### config.mk
export PLATFORM = sky130hd
export DESIGN_NAME = share_compress_2om
export DESIGN_NICKNAME = d
export VERILOG_FILES = /design/src/rtl/share_compress_2om.sv
export SDC_FILE = /design/constraint.sdc
export NUM_CORES = 1
export LEC_CHECK = 0
export ABC_AREA = 1
export BUFFER_PORTS_ARGS = -buffer_cell sky130_fd_sc_hd__buf_2
export CELL_PAD_IN_SITES_DETAIL_PLACEMENT = 1
export CELL_PAD_IN_SITES_GLOBAL_PLACEMENT = 2
export CORE_MARGIN = 3
export CORE_UTILIZATION = 31
export CTS_BUF_LIST = sky130_fd_sc_hd__clkbuf_8
export CTS_CLUSTER_DIAMETER = 150
export DETAILED_ROUTE_END_ITERATION = 10
export GPL_ROUTABILITY_DRIVEN = 0
export GPL_TIMING_DRIVEN = 0
export PLACE_DENSITY = 0.95
export SLEW_MARGIN = 20
export SYNTH_ARGS = -nofsm -noshare
export SYNTH_HDL_FRONTEND = slang
export SYNTH_SLANG_ARGS = --single-unit
### constraint.sdc
create_clock -name clk -period 4.97 [get_ports clk]
set_clock_uncertainty 0.15 [all_clocks]
set_input_delay 0.994 -clock clk [delete_from_list [all_inputs] [get_ports clk]]
set_output_delay 0.994 -clock clk [all_outputs]
set_load 0.05 [all_outputs]
### src/rtl/share_compress_2om.sv
// Registered 9->3 share compression stage with a 2-deep elastic valid/ready pipeline.
// Optional SHARE_REFRESH_EN re-masks the three output shares with fresh_m.
module share_compress_2om #(
  parameter int WIDTH = 8,
  parameter int CNT_W = 16
) (
  input  logic               clk,
  input  logic               rst,
  input  logic               in_valid,
  output logic               in_ready,
  input  logic [9*WIDTH-1:0] in_shares,
  input  logic [2*WIDTH-1:0] fresh_m,
  output logic               out_valid,
  input  logic               out_ready,
  output logic [3*WIDTH-1:0] out_shares,
  output logic [CNT_W-1:0]   item_cnt
);
  localparam int NIN  = 9;
  localparam int NOUT = 3;

  logic                        s1_valid_q, s1_valid_d;
  logic                        s2_valid_q, s2_valid_d;
  logic [NIN-1:0][WIDTH-1:0]   s1_q, s1_d;
  logic [NOUT-1:0][WIDTH-1:0]  s2_q, s2_d;
  logic [NOUT-1:0][WIDTH-1:0]  grp, s2_nxt;
  logic [CNT_W-1:0]            cnt_q, cnt_d;
  logic                        adv2, load1, fire;

  // Group XORs read only stage-1 flop outputs, so recombined values stay glitch-free.
  for (genvar k = 0; k < NOUT; k++) begin : g_grp
    assign grp[k] = s1_q[3*k] ^ s1_q[3*k+1] ^ s1_q[3*k+2];
  end

`ifdef SHARE_REFRESH_EN
  logic [1:0][WIDTH-1:0] m_q, m_d;

  always_comb begin
    m_d = m_q;
    if (load1)     m_d = fresh_m;
    else if (adv2) m_d = '0;
  end

  always_ff @(posedge clk) begin
    if (rst) m_q <= '0;
    else     m_q <= m_d;
  end

  // m0 and m1 each appear in exactly two shares, so the unshared value is preserved.
  assign s2_nxt[0] = grp[0] ^ m_q[0];
  assign s2_nxt[1] = grp[1] ^ m_q[0] ^ m_q[1];
  assign s2_nxt[2] = grp[2] ^ m_q[1];
`else
  logic unused_fresh;
  assign unused_fresh = ^fresh_m;
  assign s2_nxt       = grp;
`endif

  always_comb begin
    adv2       = s1_valid_q && (!s2_valid_q || out_ready);
    in_ready   = !s1_valid_q || adv2;
    load1      = in_valid && in_ready;
    fire       = s2_valid_q && out_ready;

    s1_valid_d = load1 ? 1'b1 : (adv2 ? 1'b0 : s1_valid_q);
    s2_valid_d = adv2  ? 1'b1 : (fire ? 1'b0 : s2_valid_q);

    // A stage that empties without reload is zeroed so stale shares never meet new ones.
    s1_d = s1_q;
    if (load1)     s1_d = in_shares;
    else if (adv2) s1_d = '0;

    s2_d = s2_q;
    if (adv2)      s2_d = s2_nxt;
    else if (fire) s2_d = '0;

    cnt_d = cnt_q + CNT_W'(fire);
  end

  always_ff @(posedge clk) begin
    if (rst) begin
      s1_valid_q <= 1'b0;
      s2_valid_q <= 1'b0;
      s1_q       <= '0;
      s2_q       <= '0;
      cnt_q      <= '0;
    end else begin
      s1_valid_q <= s1_valid_d;
      s2_valid_q <= s2_valid_d;
      s1_q       <= s1_d;
      s2_q       <= s2_d;
      cnt_q      <= cnt_d;
    end
  end

  assign out_valid  = s2_valid_q;
  assign out_shares = s2_q;
  assign item_cnt   = cnt_q;
endmodule

==> impl_metrics.ini <==
[layout]
diodes = 0
layout-drive-gt1-share = 0.231
finalNonFillerCells = 1047
area_delta_synth_final_pct = 25.7
nNetsFinal = 919

[yosys]
syn_area_um2 = 4850
yosysSeqAreaShare = 0.471
ys_ff_latch = 114
syn-instance-count = 689
syn_nets = 784
avgSynthCellArea_um2 = 7.04
yosysWarnings = 0
ys_types = 21

[setup_path]
worstSetupEndpointType = primary output
path_max_fanout = 4
critPathLaunchType = primary input
timing.reg2reg.setup_slack_ns = 2.92
worstPathRequired_ns = 3.83
critPathKind = primary input to primary output
cp.arrival_ns = 1.63

[clock_network]
worstSkewPairLatency_ns = 0.43
cts_tree = built
root_buffer = clkbuf_8
ctsResizeCount = 0
postCtsSetupRepairBufs = 0
cts_buffers = 17
cts.clk_slew.worst_paths_ns = 0.06
cts.path.max_buffers = 2
cts_max_level = 4
numClockSinks = 114
cts_hold_buffers = 0

[routing]
first_iter_violations = 117
drtAntennaViolNets = 0
vias = 4684
routed_wl_um = 13800
vias_per_cell = 4.47
post_drt_wl_per_cell_um = 13.1
drt_first_pass_iters = 4
drc = 0

[floorplan]
start_util = 0.318
boundaryPins = 134
floorplan.rows = 45
die_w_um = 131
die_area_um2 = 17200
die_y_um = 131
core_um2 = 15300

[pwr]
comb_power_share = 0.119
ir_drop_uv = 136
p_per_area_nw_per_um2 = 349
swShare = 0.266
leakage_nw = 2.72
switchingPower_w = 0.000565
clkPwrFrac = 0.417
internal-power_w = 0.00156
pwr-share-seq = 0.463

[job]
drv_cap = 0

[min_path]
hold_path.class = flip-flop to flip-flop

[global_route]
grt_max_degree = 17
grt_pass1_wl_um = 22300
grt_antenna_before_repair = 0
grt_pass1_vias = 4564
grt_usage = 0.168
overflow = 0

[sta]
setup_viol = 0
fin_crit_ns = 2.78
rsz0062_at_grt = no
setup_tns_ns = 0
final-hold-violation-count = 0
drv_slew = 0
fmax_ghz = 0.360
worstMarginPinSlew_ns = 0.663
slew_headroom = 0.558
period_share = 0.559

[placed_design]
place.detailed.hpwl_um = 10300
dp_cells = 1016
io_buffers = 116

[run_status]
outcome = completed
[power groups by stage]
stage | sequential (W) | combinational, W | clock [W]
4_1_cts | 0.000986 | 0.000259 | 0.000919
6_report | 0.000986 | 0.000253 | 0.000888
5_1_grt | 0.000992 | 0.000287 | 0.000954
2_1_floorplan | 0.00104 | 0.000136 | 0
3_3_place_gp | 0.00101 | 0.000253 | 0
3_5_place_dp | 0.00101 | 0.000258 | 0
[worst max-delay path, cell delays in order]
cell and delay, ns:
buf_2 0.11, nor2_2 0.17, nand2_2 0.12, buf_2 0.23
[per-layer routing]
layer | track usage | share of wire | vias up
met1 | 0.220 | 0.48 | 2127
met4 | 0.0544 | 0.014 | 0
met3 | 0.0389 | 0.039 | 14
met5 | 0 | 0 | -
li1 | - | - | 2458
met2 | 0.275 | 0.47 | 85
[final cells by class]
type                    instances  area (um^2)
inverters                      48          180
flip-flops and latches        114         2280
plain buffers                  30          179
fillers                      1998         9160
well taps                     211          264
repair buffers                116          581
clock buffers                  19          262
clock inverters                12          141
multi-input cells             497         2210
[worst paths after layout]
kind	startpoint	endpoint	depth (start not counted)
max	out_ready	in_ready	4
min	out_shares[23]	out_shares[23]	2
max reg2reg	out_valid	item_cnt[10]	9
min reg2reg	out_shares[23]	out_shares[23]	2
[Yosys cell counts]
cell,n,share of area
nand2_1,270,0.21
o21ai_0,3,0.0031
dfxtp_1,114,0.47
xnor2_1,2,0.0036
ha_1,3,0.0077
nand2_2,1,0.0013
nor2_2,2,0.0026
xor2_1,2,0.0036
buf_6,7,0.016
buf_2,11,0.011
nand4_1,2,0.0026
clkbuf_1,12,0.0093
or2_2,24,0.031
a21oi_1,104,0.11
inv_1,46,0.036
nor3_1,2,0.0021
nor3b_1,1,0.0015
inv_2,2,0.0015
nor2_1,23,0.018
o21ai_4,1,0.0034
nand3_1,57,0.059
[cells in the final DEF, fill, tap and decap left out, drive strengths merged]
cell / netlist / layout
nand2: 271 / 271
buf: 18 / 134
dfxtp: 114 / 114
a21oi: 104 / 104
nand3: 57 / 57
inv: 48 / 50
clkbuf: 12 / 31
nor2: 25 / 25
or2: 24 / 24
clkinv: 0 / 5
o21ai: 4 / 4
ha: 3 / 3
bufinv: 0 / 3
nor3: 2 / 2
nand4: 2 / 2
xor2: 2 / 2
xnor2: 2 / 2
clkinvlp: 0 / 2
nor3b: 1 / 1
[stage by stage]
step	worst slack, ns	area (um^2)	utilization	total power, W	hold WS, ns
floorplan	2.45	4850	-	0.00117	0.301
CTS	2.18	6100	0.400	0.00216	0.314
finish	2.19	6100	0.400	0.00213	0.312
global route	2.16	6100	0.400	0.00223	0.330
global placement	2.18	5690	0.373	0.00126	0.303
detailed placement	2.15	5690	0.373	0.00126	0.305
[registers in the layout, indices dropped and copies added, names as in the netlist]
register and count:
s1_q 72, out_valid 1, item_cnt 16, out_shares 24, s1_valid_q 1
[cells by family (layout without fill, tap and decap cells)]
| logic type | count (synthesis) | in the layout | share of synthesized area |
|---|---|---|---|
| DFF | 114 | 114 | 0.471 |
| AOI/OAI and AO/OA | 108 | 108 | 0.114 |
| and+or+nand+nor | 382 | 382 | 0.327 |
| buffers and inverters | 78 | 225 | 0.0740 |
| adders and majority gates | 3 | 3 | 0.00774 |
| xor gates and xnor gates | 4 | 4 | 0.00723 |
No activity file was read; power rests on OpenSTA's default activity.
